<file path="src/rtl/load_store_unit.sv">
// Load/store initiator for a word-organised data memory: sub-word read-modify-write and load extension.
// Optional macro LSU_MISALIGN_TRAP_EN turns misaligned H/HU/W accesses into error responses.
module load_store_unit #(
    parameter int unsigned ADDR_W = 8
) (
    input  logic              clk,
    input  logic              rst,
    input  logic              req_valid,
    output logic              req_ready,
    input  logic              req_we,
    input  logic [2:0]        req_funct3,
    input  logic [31:0]       req_addr,
    input  logic [31:0]       req_wdata,
    output logic              resp_valid,
    output logic [31:0]       resp_rdata,
    output logic              resp_err,
    output logic              mem_read,
    output logic              mem_write,
    output logic [ADDR_W-3:0] mem_addr,
    output logic [31:0]       mem_wdata,
    input  logic [31:0]       mem_rdata
);

    localparam int unsigned WA = ADDR_W - 2;

    localparam logic [2:0] F3_B  = 3'b000;
    localparam logic [2:0] F3_H  = 3'b001;
    localparam logic [2:0] F3_W  = 3'b010;
    localparam logic [2:0] F3_BU = 3'b100;
    localparam logic [2:0] F3_HU = 3'b101;

    typedef enum logic [2:0] {
        S_IDLE,
        S_LOAD,
        S_RMW_RD,
        S_WRITE,
        S_RESP
    } state_e;

    state_e         state_q, state_d;
    logic [2:0]     funct3_q, funct3_d;
    logic [1:0]     lane_q, lane_d;
    logic [15:0]    wdata_q, wdata_d;
    logic [WA-1:0]  mem_addr_q, mem_addr_d;
    logic [31:0]    mem_wdata_q, mem_wdata_d;
    logic [31:0]    resp_rdata_q, resp_rdata_d;
    logic           resp_err_q, resp_err_d;
    logic           req_ready_q, resp_valid_q, mem_read_q, mem_write_q;

    logic           bad_f3_c;
    logic           misalign_c;
    logic [7:0]     ld_byte_c;
    logic [15:0]    ld_half_c;
    logic [31:0]    merged_c;
    logic           unused_c;

    assign unused_c = ^req_addr[31:ADDR_W];

    // Request decode: unknown widths, and unsigned widths on a store, are rejected
    always_comb begin
        bad_f3_c = 1'b0;
        case (req_funct3)
            F3_B, F3_H, F3_W: bad_f3_c = 1'b0;
            F3_BU, F3_HU:     bad_f3_c = req_we;
            default:          bad_f3_c = 1'b1;
        endcase
`ifdef LSU_MISALIGN_TRAP_EN
        misalign_c = (((req_funct3 == F3_H) || (req_funct3 == F3_HU)) && req_addr[0])
                   || ((req_funct3 == F3_W) && (req_addr[1:0] != 2'b00));
`else
        misalign_c = 1'b0;
`endif
    end

    // Lane extract for loads and lane merge for sub-word stores
    always_comb begin
        ld_byte_c = mem_rdata[{lane_q, 3'b000} +: 8];
        ld_half_c = lane_q[1] ? mem_rdata[31:16] : mem_rdata[15:0];
        merged_c  = mem_rdata;
        if (funct3_q == F3_B) begin
            merged_c[{lane_q, 3'b000} +: 8] = wdata_q[7:0];
        end else if (lane_q[1]) begin
            merged_c[31:16] = wdata_q;
        end else begin
            merged_c[15:0] = wdata_q;
        end
    end

    always_comb begin
        state_d      = state_q;
        funct3_d     = funct3_q;
        lane_d       = lane_q;
        wdata_d      = wdata_q;
        mem_addr_d   = mem_addr_q;
        mem_wdata_d  = 32'h0;
        resp_rdata_d = 32'h0;
        resp_err_d   = 1'b0;
        case (state_q)
            S_IDLE: begin
                if (req_valid) begin
                    funct3_d   = req_funct3;
                    lane_d     = req_addr[1:0];
                    wdata_d    = req_wdata[15:0];
                    mem_addr_d = req_addr[ADDR_W-1:2];
                    if (bad_f3_c || misalign_c) begin
                        state_d    = S_RESP;
                        resp_err_d = 1'b1;
                    end else if (!req_we) begin
                        state_d = S_LOAD;
                    end else if (req_funct3 == F3_W) begin
                        state_d     = S_WRITE;
                        mem_wdata_d = req_wdata;
                    end else begin
                        state_d = S_RMW_RD;
                    end
                end
            end
            S_LOAD: begin
                state_d = S_RESP;
                case (funct3_q)
                    F3_B:    resp_rdata_d = {{24{ld_byte_c[7]}}, ld_byte_c};
                    F3_BU:   resp_rdata_d = {24'h0, ld_byte_c};
                    F3_H:    resp_rdata_d = {{16{ld_half_c[15]}}, ld_half_c};
                    F3_HU:   resp_rdata_d = {16'h0, ld_half_c};
                    F3_W:    resp_rdata_d = mem_rdata;
                    default: resp_rdata_d = 32'h0;
                endcase
            end
            S_RMW_RD: begin
                state_d     = S_WRITE;
                mem_wdata_d = merged_c;
            end
            S_WRITE: state_d = S_RESP;
            S_RESP:  state_d = S_IDLE;
            default: state_d = S_IDLE;
        endcase
    end

    // Handshake and memory strobes are registered from the next state
    always_ff @(posedge clk or posedge rst) begin
        if (rst) begin
            state_q      <= S_IDLE;
            funct3_q     <= 3'b000;
            lane_q       <= 2'b00;
            wdata_q      <= 16'h0;
            mem_addr_q   <= '0;
            mem_wdata_q  <= 32'h0;
            resp_rdata_q <= 32'h0;
            resp_err_q   <= 1'b0;
            req_ready_q  <= 1'b1;
            resp_valid_q <= 1'b0;
            mem_read_q   <= 1'b0;
            mem_write_q  <= 1'b0;
        end else begin
            state_q      <= state_d;
            funct3_q     <= funct3_d;
            lane_q       <= lane_d;
            wdata_q      <= wdata_d;
            mem_addr_q   <= mem_addr_d;
            mem_wdata_q  <= mem_wdata_d;
            resp_rdata_q <= resp_rdata_d;
            resp_err_q   <= resp_err_d;
            req_ready_q  <= (state_d == S_IDLE);
            resp_valid_q <= (state_d == S_RESP);
            mem_read_q   <= (state_d == S_LOAD) || (state_d == S_RMW_RD);
            mem_write_q  <= (state_d == S_WRITE);
        end
    end

    assign req_ready  = req_ready_q;
    assign resp_valid = resp_valid_q;
    assign resp_rdata = resp_rdata_q;
    assign resp_err   = resp_err_q;
    assign mem_read   = mem_read_q;
    assign mem_write  = mem_write_q;
    assign mem_addr   = mem_addr_q;
    assign mem_wdata  = mem_wdata_q;

endmodule
</file>
<file path="config.mk">
export PLATFORM = sky130hd
export DESIGN_NAME = load_store_unit
export DESIGN_NICKNAME = d
export VERILOG_FILES = /design/src/rtl/load_store_unit.sv
export SDC_FILE = /design/constraint.sdc
export NUM_CORES = 1
export LEC_CHECK = 0
export ABC_AREA = 1
export ABC_CLOCK_PERIOD_IN_PS = 4000
export BUFFER_PORTS_ARGS = -buffer_cell sky130_fd_sc_hd__buf_4
export CAP_MARGIN = 10
export CORE_MARGIN = 4
export CORE_UTILIZATION = 51
export DETAILED_ROUTE_END_ITERATION = 16
export PLACE_DENSITY = 0.78
export SYNTH_ARGS = -nofsm -noshare
export SYNTH_HDL_FRONTEND = slang
export SYNTH_SLANG_ARGS = --single-unit
</file>
<file path="constraint.sdc">
create_clock -name clk -period 4 [get_ports clk]
set_input_delay 0.6 -clock clk [delete_from_list [all_inputs] [get_ports clk]]
set_output_delay 0.6 -clock clk [all_outputs]
set_load 0.05 [all_outputs]
</file>
# After elaboration in Yosys (flattened, before gate mapping)
# Index checks and enable logic that the tools add are counted.
# totals
regBits	99
# op_classes
n_addsub	1
n_eq_ne	15
n_shift	3
n_mux	21
reduce_logical	9
# op_table
cell	n
two-way mux 32 bit	6
one-hot mux 32 bit (5 select lines)	1
one-hot mux 32 bit (2 select lines)	1
two-way mux 16 bit	3
bitwise mux 32 bit	1
variable shift 8 x 7 -> 32 bit, first input constant	1
variable part select 32 x 6 -> 8 bit	1
variable part select 8 x 7 -> 32 bit	1
== test 3 x 2 -> 1 bit, second input constant	6
== test 3 bit, second input constant	5
== test 3 x 1 -> 1 bit, second input constant	4
zero test 3 bit	4
one-hot mux 3 bit (3 select lines)	1
negator 5 -> 7 bit	1
two-way mux 3 bit	2
two-way mux 1 bit	4
OR reduction 2 bit	2
OR reduction 3 bit	1
two-way mux 2 bit	1
one-hot mux 1 bit (2 select lines)	1
AND reduction 2 bit	1
logical OR 1 bit	1

# Depth between registers and ports, before layout
# Gate-level depths: netlist of the first run.
# logic_depth
depth_word	8
mapped_depth	9
ltp_nobuf	9

# Worst setup path after synthesis of the first run
# OpenSTA, ideal clock, no wires.
# synth_timing
kind	register to register
from	register lane_q[1]
to	register mem_wdata_q[19], in the netlist mem_wdata[19]
setup_ps	65
t_arrival_ps	1386
path_slack_ps	2549
path_stages_with_launch	9
cell_sequence	dfrtp_1 inv_2 ha_1 inv_1 nor2_1 nand3_1 o21ai_0 nand3_1 nand2_1
# synth_between
elab_chain_cells	5
elab_cells_between_ends	7
classes_between	1 x add/sub; 2 x shift; 4 x mux
# synth_rtl
element	line_no	source
start, declared	42	logic [1:0] lane_q, lane_d;
start signal, assigned	157	lane_q <= lane_d;
negator 5 -> 7 bit	81	merged_c[{lane_q, 3'b000} +: 8] = wdata_q[7:0];
variable part select 8 x 7 -> 32 bit or variable shift 8 x 7 -> 32 bit (tied branches)	81	
bitwise mux 32 bit	81	
two-way mux 32 bit *	80	if (funct3_q == F3_B) begin
one-hot mux 32 bit (2 select lines) *	98	case (state_q)
via mem_wdata_d[19]	45	logic [31:0] mem_wdata_q, mem_wdata_d;
end signal, assigned	160	mem_wdata_q <= mem_wdata_d;
end, declared	45	
# Mark *: on every way through the listed nets, which the timed path passes. The rest lies on a longest branch.
# A chain may end at the register's enable or synchronous reset.

# Worst setup path after layout of the first run
# layout_timing
from	register lane_q[0]
to	register mem_wdata_q[23], in the netlist mem_wdata[23]
# layout_between
elab_chain_cells	5
elab_cells_between_ends	6
classes_between	1 x add/sub; 2 x shift; 3 x mux
# layout_rtl
element	line_no
negator 5 -> 7 bit *	81
variable part select 8 x 7 -> 32 bit or variable shift 8 x 7 -> 32 bit (tied branches)	81
bitwise mux 32 bit *	81
two-way mux 32 bit *	80
one-hot mux 32 bit (2 select lines) *	98
via mem_wdata_d[23]	45
# Marked as above.

==> key figures, run 1 <==
Run status
  • Outcome: finished clean

STA
  • RSZ-0062 raised after global routing: no
  • Final min period: 2.48 ns
  • Clock Skew: 0.0126 ns
  • Final hold violations: 0
  • Final Max Slew Viols: 0
  • Slew @ Worst Pin: around 0.96 ns
  • Setup Viol. Count Final: 0
  • Fmax: roughly 400 MHz
  • Worst relative slew slack: 0.358
  • Setup TNS: 0 ns
  • Tcrit/Tclk final: 0.620

Global route
  • Antenna violations before repair: 0
  • Vias in the first global route: 4945
  • First-pass GRT wire length: about 26 mm
  • Gr usage total: 0.263
  • Pin count of the biggest net entering global routing: 83
  • Gr ovfl total: 0

Synth
  • Yosys Warn Count: 0
  • Most common flop cell mapped by yosys: dfrtp_1
  • Mapped Area: between 5000 and 6000 µm²
  • Main area contributors after synthesis: dfrtp_1 (46%), nand2_1 (15%), o21ai_0 (6.3%), inv_1 (5.4%), o211ai_1 (5.4%)
  • Yosys top cell area share: 0.456
  • Leading area contributor after synthesis: dfrtp_1
  • Post-synth EDFFs: 0
  • Top cells by count, synth: nand2_1 (214), dfrtp_1 (98), inv_1 (78)
  • Most common cell in the netlist: nand2_1
  • Post-synth ARST share: 1.00
  • Mapped Cells: approximately 700
  • Register bit count reported by yosys: just under 100
  • Seq/Total Area, Yosys: 0.461
  • Post-Syn Nets: approximately 810
  • Synthesized area per cell: between 7 and 8 µm²
  • Synth unique cells: 26

Worst setup path
  • Crit-path max cell delay: 0.70 ns
  • Cells along the critical path: inv_1 > ha_1 > inv_1 > nor2_1 > nand3_1 > o21ai_0 > nand3_1 > nand2_1
  • CP startpoint: lane_q[0]
  • Slowest-stage cell, CP: dfrtp_1
  • Critical path required time: approximately 4.3 ns
  • CP startpoint kind: flop
  • Critical path fanouts, max: 13
  • CP Capture Type: flop
  • R2R cell count: 8
  • Worst path arrival time: 2.79 ns
  • CP Class: flop to flop
  • Reg-to-Reg Start: lane_q[0]

Floorplanning
  • Initial Utilization: 0.523
  • Row count: 37
  • Die Area: ~12000 µm²
  • Die W: about 110 µm
  • Core footprint: around 10000 µm²
  • I/O pins: 178
  • Die Height: roughly 110 µm

Hold path
  • Hold path startpoint: req_addr[2]
  • Worst hold path type: input pin to flop
  • Hold path depth: 3

Final layout
  • Final #Nets: approximately 940
  • Antenna cells: 0
  • Layout cells sized above 1: 0.254
  • P&R area growth vs syn: 24.8%

Pwr
  • Lkg Pwr: around 3.5 nW
  • Worst vdd ir: between 0.3 and 0.4 mV
  • Overall power: 4.91 mW
  • Power per cell area: roughly 730 nW/µm²

Detailed routing
  • Post-Route WL: between 15 and 20 mm
  • Avg Vias per Cell: around 5.4
  • Antenna-violating nets left: 0
  • Wire per inst: ~16 µm
  • Via Count: between 5000 and 6000
  • Initial DRC Count: 280
  • Remaining DRCs: 0
  • TritonRoute pass-1 iters: 5

CTS
  • H-tree depth: 3
  • Post-CTS Setup Bufs: 0
  • CTS tree: yes
  • CTS Buf Count: 9
  • Number of gates resized after CTS: 0
  • Root Buffer: clkbuf_8
  • Longest Clk Path Bufs: 2
  • Clock Sinks: 99
  • Worst skew pair latency: 0.38 ns
  • Clock-pin slew of the registers on the worst-case setup and hold paths: around 0.1 ns
  • Hold_buf cts: 0

Job
  • Max-cap violations: 0

Placement
  • Post-DP HPWL: approximately 12 mm
  • Placer Congestion: 0.907
  • PortBufs: about 150
## flip-flops by register name, summed over array words and instances (netlist names)
signal,count
funct3_q,3
state_q,3
mem_addr,6
wdata_q,16
lane_q,2
resp_valid,1
mem_wdata,32
resp_err,1
mem_write,1
mem_read,1
req_ready,1
resp_rdata,32
## critical path, delay by kind of cell (launching register included)
family                   cells  cell delay, ns
AO/OA/AOI/OAI                1            0.31
adder cells (fa/ha/maj)      1            0.38
buffers and inverters        2            0.36
flip-flops                   1            0.70
AND/OR/NAND/NOR              4            0.65
## power breakdown
part           internal [mW]  switching [mW]
clock                  0.259           0.348
sequential              1.30           0.227
combinational          0.811            1.97
## through the flow
step / std cells / setup slack [ns] / instance area (µm²) / hold WS [ns] / util
2_1_floorplan: 701 / 0.811 / 5370 / 0.529 / -
3_3_place_gp: 960 / 1.69 / 6520 / 0.466 / 0.634
3_5_place_dp: 960 / 1.62 / 6520 / 0.467 / 0.634
4_1_cts: 976 / 1.59 / 6710 / 0.405 / 0.652
5_1_grt: 976 / 1.37 / 6710 / 0.424 / 0.652
6_report: 976 / 1.52 / 6710 / 0.406 / 0.652
## cell type report
| class | instances | area (µm²) |
|---|---|---|
| multi-input cells | 484 | 2360 |
| flip-flops and latches | 99 | 2480 |
| clock buffers | 11 | 151 |
| well taps | 136 | 170 |
| fillers | 910 | 3570 |
| inverters | 81 | 307 |
| repair buffers | 160 | 1200 |
| clock inverters | 5 | 37.5 |
## worst paths after layout
| check | to | slack (ns) |
|---|---|---|
| max | mem_wdata[23] | 1.52 |
| min | mem_addr[0] | 0.41 |
| max reg2reg | mem_wdata[23] | 1.52 |
| min reg2reg | mem_addr[5] | 0.49 |
| max in group asynchronous | req_ready | 2.67 |
| min in group asynchronous | resp_rdata[30] | 0.45 |
## logic make-up after synthesis
group,after synthesis,share of synthesized area
AO/OA/AOI/OAI,167,0.181
adder cells (fa/ha/maj),5,0.0116
buffers and inverters,118,0.101
flip-flops,99,0.461
AND/OR/NAND/NOR,312,0.245
## layer usage
metal | vias to the layer above | global-route usage | part of all wire
met2 | 216 | 0.424 | 0.48
li1 | 2524 | - | -
met5 | - | 0 | 0
met1 | 2469 | 0.366 | 0.44
met3 | 21 | 0.0466 | 0.069
met4 | 0 | 0.0747 | 0.015
## cell usage in the layout (no fill, tap or decap), types with 11 or more instances in the layout
cell | netlist | final
a21oi_1 | 48 | 48
dfrtp_1 | 98 | 97
inv_1 | 78 | 77
buf_4 | 6 | 160
clkbuf_8 | 0 | 11
o21ai_0 | 68 | 68
nor2_2 | 13 | 15
nor2_1 | 32 | 30
o211ai_1 | 39 | 39
nand2_1 | 214 | 213
nand3_1 | 45 | 45
Power figures use the tool's default switching activity.
==> run 2, diff against run 1 <==
ABC_CLOCK_PERIOD_IN_PS = 2270   (was 4000)
CORE_UTILIZATION = 46   (was 51)
PLACE_DENSITY = 0.74   (was 0.78)
clock period = 2.27 ns   (was 4 ns; I/O delays follow)
==> run 2 against run 1 <==
Compared with the run above: critical path depth unchanged; critical endpoint is now resp_rdata[7]; largest cell class unchanged; via count down 1.1%; highest routed layer unchanged; clock power rose to 2.8 times the previous value; register-to-register slack worse by 1.2 ns; non-clock buffer count up 3; sequential cell count unchanged; cell area up 3.3%; sequential power up 70%; cell count up 1.0%; critical path type unchanged.
==> key figures, run 2 (synthesis results as in run 1) <==
Run status
  • Outcome: finished clean

CTS
  • CTS tree: yes
  • Worst skew pair latency: 0.36 ns (-0.02 ns)
  • Root Buffer: clkbuf_16
  • Clock-pin slew of the registers on the worst-case setup and hold paths: 0.07 ns (-0.03 ns)
  • Post-CTS Setup Bufs: 0 (unchanged)
  • CTS Buf Count: 9 (unchanged)
  • Hold_buf cts: 0 (unchanged)
  • Clock Sinks: 99 (unchanged)
  • Longest Clk Path Bufs: 2 (unchanged)
  • Number of gates resized after CTS: 0 (unchanged)
  • H-tree depth: 3 (unchanged)

Final layout
  • P&R area growth vs syn: 28.9%
  • Commonest non-fill, non-tap cell in the layout: nand2_1
  • Design Area, Final: 6930 µm² (+3.3%)
  • Most frequent cells in the layout: nand2_1 (213), buf_4 (159), dfrtp_1 (97)
  • Final #Nets: 946 (+0.32%)
  • Antenna cells: 0 (unchanged)
  • Layout cells sized above 1: 0.256 (+0.00266)
  • Post-layout util: 0.607 (-0.0458)

STA
  • Worst relative slew slack: 0.433 (+0.0757)
  • Slew @ Worst Pin: 0.849 ns (-0.114 ns)
  • Final hold violations: 0 (unchanged)
  • Tcrit/Tclk final: 0.840 (+0.220)
  • Setup TNS: 0 ns (unchanged)
  • Setup Viol. Count Final: 0 (unchanged)
  • Worst Setup Slack, final: 0.363 ns (-1.16 ns)
  • Final min period: 1.91 ns (-0.574 ns)
  • RSZ-0062 raised after global routing: no
  • Fmax: 524 MHz (+30%)
  • Final Max Slew Viols: 0 (unchanged)
  • Clock Skew: 0.0105 ns (-0.00217 ns)

Placement
  • Placer Congestion: 0.884 (-2.5%)
  • Instance area at placement: 6600 µm² (+1.3%)
  • PortBufs: 153 (unchanged)
  • Post-DP HPWL: 11.9 mm (-1.8%)
  • Placement Setup Slack: 0.375 ns (-1.25 ns)

Worst setup path
  • FF-to-FF End: resp_rdata[7]
  • Worst path arrival time: 2.16 ns (-0.63 ns)
  • Worst setup path endpoint: resp_rdata[7]
  • Reg2reg setup slack: 0.36 ns (-1.16 ns)
  • Critical path fanouts, max: 96 (+83)
  • R2R cell count: 8 (unchanged)
  • CP Capture Type: flop
  • CP startpoint: lane_q[1]
  • CP Class: flop to flop
  • Reg-to-Reg Start: lane_q[1]
  • CP startpoint kind: flop
  • Critical path required time: 2.52 ns (-1.79 ns)

Pwr
  • Combinational share of power: 0.546 (-0.020)
  • Lkg Pwr: 3.65 nW (+2.9%)
  • Seq pwr share: 0.276 (-0.034)
  • Clk network pwr share: 0.179 (+0.055)
  • Power Internal: 4.81 mW (+100%)
  • Sw frac: 0.488 (-0.0299)
  • Power per cell area: 1360 nW/µm² (+85%)
  • Sw power: 4.59 mW (+80%)
  • Overall power: 9.40 mW (+91%)
  • Worst vdd ir: 0.762 mV (+100%)

Global route
  • Pin count of the biggest net entering global routing: 100 (+20%)
  • Vias in the first global route: 4819 (-2.5%)
  • First-pass GRT wire length: 25.5 mm (-1.4%)
  • Gr ovfl total: 0 (unchanged)
  • Gr usage total: 0.250 (-0.0126)
  • Antenna violations before repair: 0 (unchanged)

Detailed routing
  • TritonRoute pass-1 iters: 5 (unchanged)
  • Wire per inst: 16.6 µm (+2.1%)
  • Via Count: 5171 (-1.1%)
  • Antenna-violating nets left: 0 (unchanged)
  • Avg Vias per Cell: 5.24 (-2.1%)
  • Post-Route WL: 16.4 mm (+3.2%)
  • Remaining DRCs: 0 (unchanged)
  • Initial DRC Count: 442 (+58%)

Floorplanning
  • Die Area: 13500 µm² (+10%)
  • Die Height: 116 µm (+4.9%)
  • Core footprint: 11400 µm² (+11%)
  • Die W: 116 µm (+4.9%)
  • Initial Utilization: 0.471 (-0.0522)
  • Row count: 39 (+5.4%)
  • I/O pins: 178 (unchanged)

Job
  • Max-cap violations: 0 (unchanged)

Hold path
  • Worst hold path type: input pin to asynchronous set/reset pin
[run 2: changes by cell type in the layout (fill, tap and decap cells not counted), sizes merged]
cell      previous run  this run
clkinvlp             5         3
clkinv               1         3
clkbuf              11        10
buf                160       163
bufinv               0         2
inv                 80        79
[run 2: power by group through the flow]
stage               registers [mW]  clock network (mW)  logic, mW
floorplan                     3.71                   0       2.70
global placement              2.60                   0       5.00
detailed placement            2.62                   0       5.10
CTS                           2.59                1.71       5.11
global route                  2.65                1.80       5.60
finish                        2.59                1.68       5.13
[run 2: metal layers]
| metal | track usage | vias up | part of all wire |
|---|---|---|---|
| li1 | - | 2540 | - |
| met1 | 0.351 | 2354 | 0.43 |
| met2 | 0.378 | 247 | 0.45 |
| met3 | 0.0642 | 30 | 0.097 |
| met4 | 0.0882 | 0 | 0.026 |
| met5 | 0 | - | 0 |
[run 2: area by class of cell]
type	count	area (µm²)
clock inverters	6	88.8
clock buffers	10	239
well taps	143	179
repair buffers	163	1270
inverters	81	308
multi-input cells	484	2360
flip-flops and latches	99	2480
fillers	1038	4490
[run 2: worst min-delay path by stage]
stage	start	to
after floorplan	req_addr[2]	mem_addr[0]
after global placement	mem_addr[3]	mem_addr[3]
after detailed placement	mem_addr[2]	mem_addr[2]
after CTS	rst	mem_wdata[31]
after global routing	req_addr[4]	mem_addr[2]
final	rst	mem_wdata[26]
[run 2: critical path: stages, from the launching register on]
cell     delay (ns)
dfrtp_2        0.39
buf_12         0.32
nand2_1        0.17
nand3_1        0.11
nand2_1        0.08
nand2_2        0.43
nand3_1        0.13
nand2_1        0.09
inv_1          0.05
[run 2: through the flow]
stage                     instances  hold slack (ns)
after floorplan                 701            0.450
after global placement          970            0.466
after detailed placement        970            0.470
after CTS                       986            0.159
after global routing            986            0.180
final                           986           0.0890
